===== src/rtl/cpu_pkg.sv =====
// ---------------------------------------------------------------------------
// cpu_pkg
//
// Types and constants shared by the pipelined CPU datapath.
//
//   pipe_state_t : occupancy of a skid-buffered pipeline stage register
//                  PS_EMPTY - nothing held
//                  PS_ONE   - main entry valid, skid entry empty
//                  PS_FULL  - main and skid entries both valid
//   NOP_INST     : instruction encoding loaded into instruction registers
//                  on reset and on flush, so a squashed slot decodes as a
//                  harmless no-op.
// ---------------------------------------------------------------------------
package cpu_pkg;

   typedef enum logic [1:0] {
      PS_EMPTY,
      PS_ONE,
      PS_FULL
   } pipe_state_t;

   localparam logic [31:0] NOP_INST = 32'h0000_0000;

endpackage : cpu_pkg


===== src/rtl/pipe_data_reg.sv =====
// ---------------------------------------------------------------------------
// pipe_data_reg
//
// N-bit payload register used for the main and skid entries of a pipeline
// stage. Loads only when told to, so payload bits never depend on in_data
// while the upstream side is idle.
//
// Parameters
//   N          payload width in bits
//   RESET_VAL  value after reset and after a synchronous clear
//
// Ports
//   clk    in   rising-edge clock
//   reset  in   asynchronous, active-high reset -> q = RESET_VAL
//   load   in   capture d on the next edge
//   clr    in   load RESET_VAL on the next edge; wins over load
//   d      in   N-bit data to capture
//   q      out  N-bit registered payload
// ---------------------------------------------------------------------------
module pipe_data_reg #(
   parameter int            N         = 32,
   parameter logic [N-1:0]  RESET_VAL = '0
) (
   input  logic         clk,
   input  logic         reset,
   input  logic         load,
   input  logic         clr,
   input  logic [N-1:0] d,
   output logic [N-1:0] q
);

   logic [N-1:0] q_q;
   logic [N-1:0] q_d;

   always_comb begin
      // NOTE: every variable written here gets a default first, so no path
      // through the block leaves it unassigned and no latch is inferred.
      q_d = q_q;
      if (clr) begin
         q_d = RESET_VAL;
      end else if (load) begin
         q_d = d;
      end
   end

   // NOTE: the payload is reset to RESET_VAL rather than left undefined; a
   // squashed or fresh stage must present a NOP, not garbage, downstream.
   always_ff @(posedge clk or posedge reset) begin
      // NOTE: state is updated with non-blocking assignments so every flop
      // samples pre-edge values regardless of block evaluation order.
      if (reset) begin
         q_q <= RESET_VAL;
      end else begin
         q_q <= q_d;
      end
   end

   assign q = q_q;

endmodule : pipe_data_reg


===== src/rtl/pipe_stage_reg.sv =====
// ---------------------------------------------------------------------------
// pipe_stage_reg
//
// Pipeline register placed between CPU datapath stages (F/D/E/M/W). Carries
// an N-bit payload under a valid/ready handshake so stages can stall, a
// synchronous flush that squashes wrong-path work after a taken branch or
// jump, and a saturating stall counter for performance monitoring.
//
// Parameters
//   N          payload width in bits (1..256)
//   SKID       0: single register, in_ready is combinational from out_ready
//              1: main + skid register, in_ready comes straight from a flop
//   RESET_VAL  payload after reset and after flush (NOP for instructions)
//   CNT_W      stall counter width
//
// Ports
//   clk        in   rising-edge clock
//   reset      in   asynchronous, active-high reset
//   flush      in   synchronous squash of all held entries
//   in_valid   in   upstream offers in_data
//   in_ready   out  this stage accepts a payload this cycle
//   in_data    in   N-bit upstream payload
//   out_valid  out  out_data is valid
//   out_ready  in   downstream consumes out_data this cycle
//   out_data   out  N-bit payload presented downstream
//   stall_cnt  out  cycles with out_valid && !out_ready, saturating
//   cnt_clr    in   synchronous clear of stall_cnt, wins over increment
// ---------------------------------------------------------------------------
module pipe_stage_reg
   import cpu_pkg::*;
#(
   parameter int            N         = 32,
   parameter int            SKID      = 1,
   parameter logic [N-1:0]  RESET_VAL = '0,
   parameter int            CNT_W     = 16
) (
   input  logic             clk,
   input  logic             reset,
   input  logic             flush,
   input  logic             in_valid,
   output logic             in_ready,
   input  logic [N-1:0]     in_data,
   output logic             out_valid,
   input  logic             out_ready,
   output logic [N-1:0]     out_data,
   output logic [CNT_W-1:0] stall_cnt,
   input  logic             cnt_clr
);

   localparam logic [CNT_W-1:0] CNT_ONE = CNT_W'(1);
   localparam logic [CNT_W-1:0] CNT_MAX = '1;

   // Handshake events, evaluated against the values seen before the edge.
   logic up_xfer;
   logic dn_xfer;

   // Main entry: always present, its output is out_data.
   logic         main_load;
   logic [N-1:0] main_d;
   logic [N-1:0] main_q;

   assign up_xfer = in_valid && in_ready;
   assign dn_xfer = out_valid && out_ready;

   // Flush drives the clear input, which beats load inside the register,
   // so a payload offered during the flush cycle is dropped.
   pipe_data_reg #(
      .N         (N),
      .RESET_VAL (RESET_VAL)
   ) u_main (
      .clk   (clk),
      .reset (reset),
      .load  (main_load),
      .clr   (flush),
      .d     (main_d),
      .q     (main_q)
   );

   assign out_data = main_q;

   generate
      if (SKID == 0) begin : g_single
         // -----------------------------------------------------------------
         // Single register. A held payload can be replaced in the same cycle
         // it leaves, which needs in_ready to look at out_ready directly.
         // -----------------------------------------------------------------
         logic out_valid_q;
         logic out_valid_d;

         always_comb begin
            out_valid_d = out_valid_q;
            if (flush) begin
               out_valid_d = 1'b0;
            end else if (up_xfer) begin
               out_valid_d = 1'b1;
            end else if (dn_xfer) begin
               out_valid_d = 1'b0;
            end
         end

         always_ff @(posedge clk or posedge reset) begin
            if (reset) begin
               out_valid_q <= 1'b0;
            end else begin
               out_valid_q <= out_valid_d;
            end
         end

         assign out_valid = out_valid_q;
         assign in_ready  = !out_valid_q || out_ready;
         assign main_load = up_xfer;
         assign main_d    = in_data;

      end else begin : g_skid
         // -----------------------------------------------------------------
         // Main + skid. in_ready is registered, so upstream may still push
         // one payload after downstream stalls; the skid entry catches it.
         // -----------------------------------------------------------------
         pipe_state_t  state_q;
         pipe_state_t  state_d;
         logic         in_ready_q;
         logic         in_ready_d;
         logic         out_valid_q;
         logic         out_valid_d;
         logic         skid_load;
         logic [N-1:0] skid_q;

         always_comb begin
            state_d   = state_q;
            main_load = 1'b0;
            main_d    = in_data;
            skid_load = 1'b0;

            case (state_q)
               PS_EMPTY: begin
                  if (up_xfer) begin
                     state_d   = PS_ONE;
                     main_load = 1'b1;
                  end
               end
               PS_ONE: begin
                  if (up_xfer && dn_xfer) begin
                     // Main leaves and is refilled in the same edge.
                     main_load = 1'b1;
                  end else if (up_xfer) begin
                     state_d   = PS_FULL;
                     skid_load = 1'b1;
                  end else if (dn_xfer) begin
                     state_d   = PS_EMPTY;
                  end
               end
               PS_FULL: begin
                  // in_ready is low here, so only a drain can happen; the
                  // older skid payload moves up to keep FIFO order.
                  if (dn_xfer) begin
                     state_d   = PS_ONE;
                     main_load = 1'b1;
                     main_d    = skid_q;
                  end
               end
               default: begin
                  state_d = PS_EMPTY;
               end
            endcase

            if (flush) begin
               state_d = PS_EMPTY;
            end

            // Both handshake outputs are precomputed from the next state so
            // they leave the block straight from flops.
            in_ready_d  = (state_d != PS_FULL);
            out_valid_d = (state_d != PS_EMPTY);
         end

         always_ff @(posedge clk or posedge reset) begin
            if (reset) begin
               state_q     <= PS_EMPTY;
               in_ready_q  <= 1'b1;
               out_valid_q <= 1'b0;
            end else begin
               state_q     <= state_d;
               in_ready_q  <= in_ready_d;
               out_valid_q <= out_valid_d;
            end
         end

         pipe_data_reg #(
            .N         (N),
            .RESET_VAL (RESET_VAL)
         ) u_skid (
            .clk   (clk),
            .reset (reset),
            .load  (skid_load),
            .clr   (flush),
            .d     (in_data),
            .q     (skid_q)
         );

         assign in_ready  = in_ready_q;
         assign out_valid = out_valid_q;
      end
   endgenerate

   // -----------------------------------------------------------------------
   // Stall counter: counts cycles where a valid payload is blocked. Flush
   // deliberately leaves it alone so squashes do not hide stall history.
   // -----------------------------------------------------------------------
   logic [CNT_W-1:0] stall_cnt_q;
   logic [CNT_W-1:0] stall_cnt_d;

   always_comb begin
      stall_cnt_d = stall_cnt_q;
      if (cnt_clr) begin
         stall_cnt_d = '0;
      end else if (out_valid && !out_ready && (stall_cnt_q != CNT_MAX)) begin
         stall_cnt_d = stall_cnt_q + CNT_ONE;
      end
   end

   always_ff @(posedge clk or posedge reset) begin
      if (reset) begin
         stall_cnt_q <= '0;
      end else begin
         stall_cnt_q <= stall_cnt_d;
      end
   end

   assign stall_cnt = stall_cnt_q;

endmodule : pipe_stage_reg


===== config.mk =====
export PLATFORM = sky130hd
export DESIGN_NAME = pipe_stage_reg
export DESIGN_NICKNAME = d
export VERILOG_FILES = /design/src/rtl/cpu_pkg.sv /design/src/rtl/pipe_data_reg.sv /design/src/rtl/pipe_stage_reg.sv
export SDC_FILE = /design/constraint.sdc
export NUM_CORES = 1
export LEC_CHECK = 0
export CAP_MARGIN = 20
export CORE_ASPECT_RATIO = 0.9
export CORE_MARGIN = 4
export CORE_UTILIZATION = 35
export CTS_CLUSTER_SIZE = 28
export DETAILED_ROUTE_END_ITERATION = 6
export PLACE_DENSITY = 0.65
export RECOVER_POWER = 25
export SYNTH_ARGS = -nofsm -noshare
export SYNTH_HDL_FRONTEND = slang
export SYNTH_SLANG_ARGS = --single-unit

===== constraint.sdc =====
create_clock -name clk -period 7.91 [get_ports clk]
set_input_delay 1.1865 -clock clk [delete_from_list [all_inputs] [get_ports clk]]
set_output_delay 1.1865 -clock clk [all_outputs]
set_load 0.01 [all_outputs]

# Yosys cells after proc, flatten, opt, wreduce, memory -nomap -nowiden
# Cells that the tools add are included.
# classes
addsub	1
multipliers	0
n_div	0
magnitude_cmp	0
eq_ne	4
shift	0
muxes	21
n_bitwise	0
n_reduce_logical	11
# ops
op	n
32-bit two-way mux	6
16-bit two-way mux	2
16-bit by 1-bit adder with 16-bit output (second input constant)	1
16-bit != test (second input constant)	1
2-bit two-way mux	6
2-bit nonzero test	4
2-bit case mux with 3 select lines	1
1-bit logical AND	5
1-bit two-way mux	5
1-bit case mux with 3 select lines	1
2-bit by 1-bit equality test with 1-bit output (second input constant)	1
2-bit equality test (second input constant)	1
2-bit logical NOT	1
2-bit != test (second input constant)	1
1-bit logical NOT	1
# word_totals
reg_bits	84
latch_bits	0
ramBits	0
mem_bits_ro	0
input_bits	38
elab_cells	43
memories	0

# Logic depth before layout (Yosys ltp)
# logic_depth
depth_word	7
mapped_depth	7
depth_no_buf	6

# Hierarchy
# A second synthesis with hierarchy kept.
# unflattened
hier_cells	360
area_unflattened_um2	4182.8
# modules_own_cells
module	n_inst	cells_each	area_per_inst_um2	seq_area_each_um2
pipe_data_reg	2	104	1327.5	800.8
pipe_stage_reg	1	152	1527.7	501.7

# Worst setup path after synthesis
# Ideal clock, no wire load.
# synth_timing
kind	input -> register
start	input out_ready
end	register u_main.q_q[10] (netlist: u_main.q[10])
arrival_ps	2161
required_time_ps	7775
path_slack_ps	5614
cell_stages	6
path_cell_list	nand4b_1 -> buf_4 -> inv_2 -> a211oi_4 -> buf_6 -> o31ai_1
# synth_via
elab_chain_len	5
# synth_lines
item	line_no	source
start, declared	pipe_stage_reg.sv:44	input logic out_ready,
1-bit logical AND (*)	pipe_stage_reg.sv:63	assign dn_xfer = out_valid && out_ready;
1-bit logical AND or 32-bit two-way mux (tied branches)	pipe_stage_reg.sv:142, pipe_stage_reg.sv:155	
1-bit two-way mux or 32-bit two-way mux (tied branches)	pipe_stage_reg.sv:142, pipe_stage_reg.sv:134	
1-bit case mux with 3 select lines or 32-bit two-way mux (tied branches)	pipe_stage_reg.sv:134, pipe_data_reg.sv:41	
2-bit nonzero test (no line) or 32-bit two-way mux (tied branches)	--	
end signal, assigned	pipe_data_reg.sv:54	q_q <= q_d;
end, declared	pipe_data_reg.sv:32	logic [N-1:0] q_q;
# Mark *: on every way between the ends. The rest lies on a longest branch, timed or not. The select of a mux whose other input is x is not followed.
# A chain may end at the register's enable or synchronous reset.

# Worst setup path in the final report
# layout_timing
start	input out_ready
end	register u_main.q_q[4] (netlist: u_main.q[4])
# The elaborated chain is that of the path after synthesis.

==> results_dict.tcl <==
set metrics [dict create \
    worst_pin_slew_ns 0.9349 \
    yosys.area.top_type "dfrtp_1" \
    fmax_mhz 314.0 \
    clk_path_buf_depth 2 \
    arrival_ns 3.42 \
    power.density_nw_per_um2 208.2 \
    dr.pass1.iters 4 \
    syn-mean-instance-area_um2 10.01 \
    r2r_cells 7 \
    cp_common_cell "buf_4" \
    hold_path_depth 2 \
    synth_edf_count 0 \
    diodes 0 \
    overflow 0 \
    min_period_ns 3.184 \
    num_io_pins 88 \
    grt_pass1_vias 3067 \
    critical_path_class "primary input to flip-flop" \
    port_buffers 87 \
    ir_worst_vdd_mv 0.09800 \
    comb_power_share_pct 14.6 \
    r2r-start "out_valid" \
    cts_resized 0 \
    p_sw_uw 270.6 \
    mostFrequentLayoutCells "nand2_1 (105), clkdlybuf4s50_1 (85), dfrtp_1 (83), a21oi_1 (37), mux2i_1 (33)" \
    slowest_delay_ns 0.52 \
    layout_commonest_cell "nand2_1" \
    yosysSeqAreaShare_pct 52.93 \
    syn_inst 397 \
    grt_usage_pct 14.54 \
    gp_congestion 0.7814 \
    dieArea_um2 13120 \
    postRouteAntennaNets 0 \
    worstPathRequired_ns 8.14 \
    synth.distinct_cells 40 \
    syn_nets 436 \
    start_kind "primary input" \
    yosysTopAreaCellShare_pct 52.27 \
    synthArstFlopShare_pct 100.0 \
    power.internal_uw 823.5 \
    cap_violations 0 \
    drc 0 \
    r2r_end "u_main.q[4]" \
    synthFlopType "dfrtp_1" \
    pwr-share-seq_pct 43.7 \
    end_kind "flip-flop" \
    rsz0062_at_grt "no" \
    grt_max_degree 85 \
    synth_area_leaders "dfrtp_1 (52%), nand2_1 (9.9%), mux2i_1 (8.3%)" \
    wl_per_cell_um 14.56 \
    cts_setup_buffers 0 \
    core_area_um2 10950 \
    maxSlewHeadroom_pct 37.68 \
    critPathSlowestCell "buf_4" \
    drive_above_1_share_pct 7.307 \
    wl_mm 9.188 \
    fin_util_pct 48.01 \
    die_w_um 120.3 \
    final_cells 631 \
    clkTransAtPathRegs_ns 0.06 \
    cts.htree.levels 3 \
    die_h_um 109.1 \
    synth-seq-cells 84 \
    critical-path-top-delay-family "buffers and inverters" \
    synth.cell_area_um2 3974 \
    status "complete, no violations" \
    critPathMaxFanout 64 \
    worst-path-buf-inv 4 \
    worstHoldStart "u_main.q[24]" \
    start_util_pct 36.31 \
    clk_latency_ns 0.33 \
    clock_sinks 84 \
    tns_ns 0 \
    leakage_uw 0.002342 \
    hold_viol_final 0 \
    regToRegSetupSlack_ns 5.66 \
    fin_hold_ws_ns 0.4773 \
    hp-class "flip-flop to flip-flop" \
    viasPerCell 4.902 \
    timing.final.crit_share_pct 40.26 \
    finalNetCount 513 \
    setup_viol 0 \
    rows 36 \
    grt_pass1_wl_mm 15.27 \
    area_delta_synth_final_pct 32.24 \
    cts_tree "yes" \
    ys_warn_count 0 \
    cts_hold_buf 0 \
    num_vias 3093 \
    cts-buffers-inserted 9 \
    dp.cells 614 \
    dpl.hpwl_mm 5.982 \
    power_uw 1094 \
    swShare_pct 24.73 \
    crit_chain "clkdlybuf4s50_1, nand4b_1, buf_4, inv_2, a211oi_4, buf_4, nand2_1, o31ai_1" \
    min_to "u_main.q[24]" \
    fin_worst_skew_ns 0.005291 \
    cts_root_buffer "clkbuf_16" \
    clkPwrFrac_pct 41.6 \
    antenna_found_initial 0 \
    drt_iter0_drc 185 \
    slew_violations 0 \
]
-- worst max-delay path by stage --
stage | cells past startpoint | startpoint | endpoint
after floorplan | 1 | reset | g_skid.state_q[0]
after global placement | 7 | out_ready | u_main.q[13]
after detailed placement | 7 | out_ready | u_main.q[31]
after CTS | 8 | out_ready | u_main.q[16]
after global routing | 8 | out_ready | u_main.q[4]
final | 8 | out_ready | u_main.q[4]
-- through the flow --
step	worst slack [ns]	instance area [µm²]
2_1_floorplan	4.560	3974
3_3_place_gp	4.437	4905
3_5_place_dp	4.374	4905
4_1_cts	4.729	5231
5_1_grt	4.486	5255
6_report	4.726	5255
-- final cells by class --
| type | instances | area [µm²] |
|---|---|---|
| well taps | 152 | 190.2 |
| repair buffers | 94 | 934.6 |
| fillers | 1042 | 5690 |
| inverters | 3 | 12.51 |
| flip-flops and latches | 84 | 2103 |
| multi-input cells | 282 | 1688 |
| clock inverters | 5 | 83.83 |
| clock buffers | 11 | 242.7 |
-- worst reg2reg max path, stage by stage, from the launching register on --
cell and delay, ns:
dfrtp_1 0.44, nand4b_1 0.12, buf_4 0.50, inv_2 0.10, a211oi_4 0.21, buf_4 0.52
nand2_1 0.18, o31ai_1 0.09
-- state kept, by name (all words and copies together) (netlist names) --
name,count
g_skid.u_skid.q,32
u_main.q,32
stall_cnt,16
g_skid.state_q,2
in_ready,1
out_valid,1
-- cells by family (layout without fill, tap and decap cells) --
| family | Yosys count | count (layout) | share of synthesized area [%] |
|---|---|---|---|
| fa+ha+maj | 1 | 1 | 0.3148 |
| buf+inv | 31 | 113 | 4.723 |
| simple gates | 154 | 154 | 17.22 |
| flops | 84 | 84 | 52.93 |
| xor+xnor | 15 | 15 | 3.306 |
| compound gates | 79 | 79 | 13.19 |
| mux | 33 | 33 | 8.312 |
-- cell usage after synthesis, types with 2 or more instances --
| master | count |
|---|---|
| nand2b_1 | 2 |
| o31ai_1 | 32 |
| buf_2 | 6 |
| nand2_1 | 105 |
| nand4_1 | 3 |
| nand3_1 | 9 |
| xnor2_1 | 9 |
| nor4_2 | 3 |
| nor2_1 | 18 |
| dfrtp_1 | 83 |
| o21ai_0 | 2 |
| and3_1 | 2 |
| a211oi_2 | 2 |
| mux2i_1 | 33 |
| xor2_1 | 6 |
| a21oi_1 | 37 |
| inv_1 | 2 |
| clkbuf_1 | 12 |
| buf_6 | 8 |
| and4_1 | 3 |
-- power by group through the flow --
stage | logic (µW) | registers, µW | clock network [µW]
finish | 160 | 479 | 456
detailed placement | 162 | 487 | 0
global placement | 158 | 486 | 0
global route | 176 | 483 | 483
CTS | 162 | 479 | 465
floorplan | 78.2 | 492 | 0
-- per-layer routing --
layer  track usage, %  up-vias  routed length [µm]
met5                0        -                   0
met4            5.744        0                 115
met3            3.942       10                 599
met2            24.19       69                4310
met1            18.14     1491                4161
li1                 -     1523                   -
Note: power is estimated with default switching activity, not from simulation.
==> edit, RTL diff (same flow settings) <==
`SKID`: 1 -> 0.
--- a/src/rtl/pipe_stage_reg.sv
+++ b/src/rtl/pipe_stage_reg.sv
@@ -31,5 +31,5 @@
 #(
    parameter int            N         = 32,
-   parameter int            SKID      = 1,
+   parameter int            SKID      = 0,
    parameter logic [N-1:0]  RESET_VAL = '0,
    parameter int            CNT_W     = 16
Behaviour: not the same (Yosys sat finds a counterexample within 4 cycles, from zero or initial values and one cycle with reset high).
==> edit against the unedited design <==
  * The flow now finishes with violations (capacitance limit, slew limit)
  * Clock skew is 0.0066 ns higher
  * Sequential share of layout area is 2.1 points lower
  * Worst setup slack worse by 0.50 ns
  * Sequential cell count is 35 lower
  * Total power is 53% lower
  * Critical path depth is 5 lower
  * Via count is 43% lower
  * Final area is 38% lower
  * Routed wire length is 41% lower
  * Final cell count is 47% lower
  * Area after synthesis is 45% lower
  * Sequential power is 44% lower
  * Critical endpoint is now in_ready
  * Largest cell class unchanged
==> edit: results (changes against the unedited design) <==
first-pass GRT wire length 8950 um (-41%); Post-DP HPWL 3720 um (-38%); Layout Skew 0.0119 ns (+0.00664 ns); gr usage total 0.146 (+0.000674); filler cell count 523 (-50%); vias in the first global route 1841 (-40%); largest net degree at the start of global routing 50 (-41%); part of the Yosys area used for sequential elements 0.563 (+0.0336); initial DRC count 59 (-68%); max-cap viol count 1 (+1); CP max stage cell clkdlybuf4s50_1; routed vias/inst 5.28 (+7.6%); GPL Wtd Cong 0.753 (-3.7%); Max Slew Vio Count 37 (+37); total wire length 5400 um (-41%); layout cell share with drive strength beyond 1 0.0947 (+0.0216); Worst-path clk slew 0.09 ns (+0.03 ns); CTS Buf Count 5 (-4); main area contributors after synthesis dfrtp_1, a22o_1, a21oi_1, nand4_4, and4b_1; Port Buffers 87 (unchanged); CP Max Fanout 5 (-92%); Yosys cell types 44 (+10%); outcome finished with violations; root buf cell clkbuf_8; R2R Path Start stall_cnt[0]; H-tree depth 2 (-1); syn nets 214 (-51%); most frequent cells after synthesis dfrtp_1, a22o_1, a21oi_1; Max Fclk 272 MHz (-14%); failing checks capacitance limit, slew limit; HP Start u_main.q[31]; Largest stage delay, worst path 0.60 ns (+0.08 ns)
[edit: cell count changes after synthesis, sizes merged, moves of 5 or more]
| cell | change |
|---|---|
| clkbuf | -5 |
| buf | -14 |
| a22o | +32 |
| xnor2 | -9 |
| mux2i | -32 |
| dfrtp | -34 |
| nand2 | -100 |
| a21oi | -27 |
| o31ai | -29 |
| xor2 | -6 |
| nor2 | -10 |
| nand3 | -6 |
[edit: report_power, final]
part | internal, W | switching [W] | leakage, nW
registers | 0.000261 | 0.00000655 | 0.664
logic | 0.0000437 | 0.0000289 | 0.725
clock network | 0.0000950 | 0.0000827 | 0.0554
total | 0.000399 | 0.000118 | 1.44
[edit: final cells by class]
class	instances	area share
repair buffers	90	0.275
flip-flops and latches	49	0.379
well taps	70	0.0271
multi-input cells	112	0.279
inverters	5	0.00580
clock buffers	6	0.0224
clock inverters	2	0.0120
[edit: layer usage]
layer / routed length [um] / global-route usage / part of all wire
met1: 2410 / 0.191 / 0.45
met4: 35 / 0.0425 / 0.0065
met5: 0 / 0 / 0
met2: 2420 / 0.213 / 0.45
met3: 534 / 0.0723 / 0.099
[edit: path summary, 6_finish.rpt]
path	to	slack [ns]	cells past startpoint
hold reg to reg	u_main.q[31]	0.51	1
setup / recovery	in_ready	4.23	3
min in group asynchronous	u_main.q[20]	1.33	2
hold / removal	u_main.q[31]	0.51	1
setup reg to reg	stall_cnt[12]	6.08	5
max in group asynchronous	stall_cnt[14]	4.40	3
[edit: stage by stage]
step,setup WS [ns],total power [W],area (um^2),instances
finish,4.23,0.000518,3230,334
global route,3.88,0.000540,3230,334
CTS,4.21,0.000526,3230,333
detailed placement,4.22,0.000346,3120,325
global placement,4.23,0.000345,3120,325
floorplan,5.32,0.000298,2180,175
[edit: logic make-up after synthesis]
| family | count (synthesis) | share of synthesized area |
|---|---|---|
| mux | 4 | 0.0236 |
| simple gates | 51 | 0.181 |
| flops | 49 | 0.563 |
| compound gates | 56 | 0.200 |
| fa+ha+maj | 1 | 0.00574 |
| buf+inv | 14 | 0.0264 |
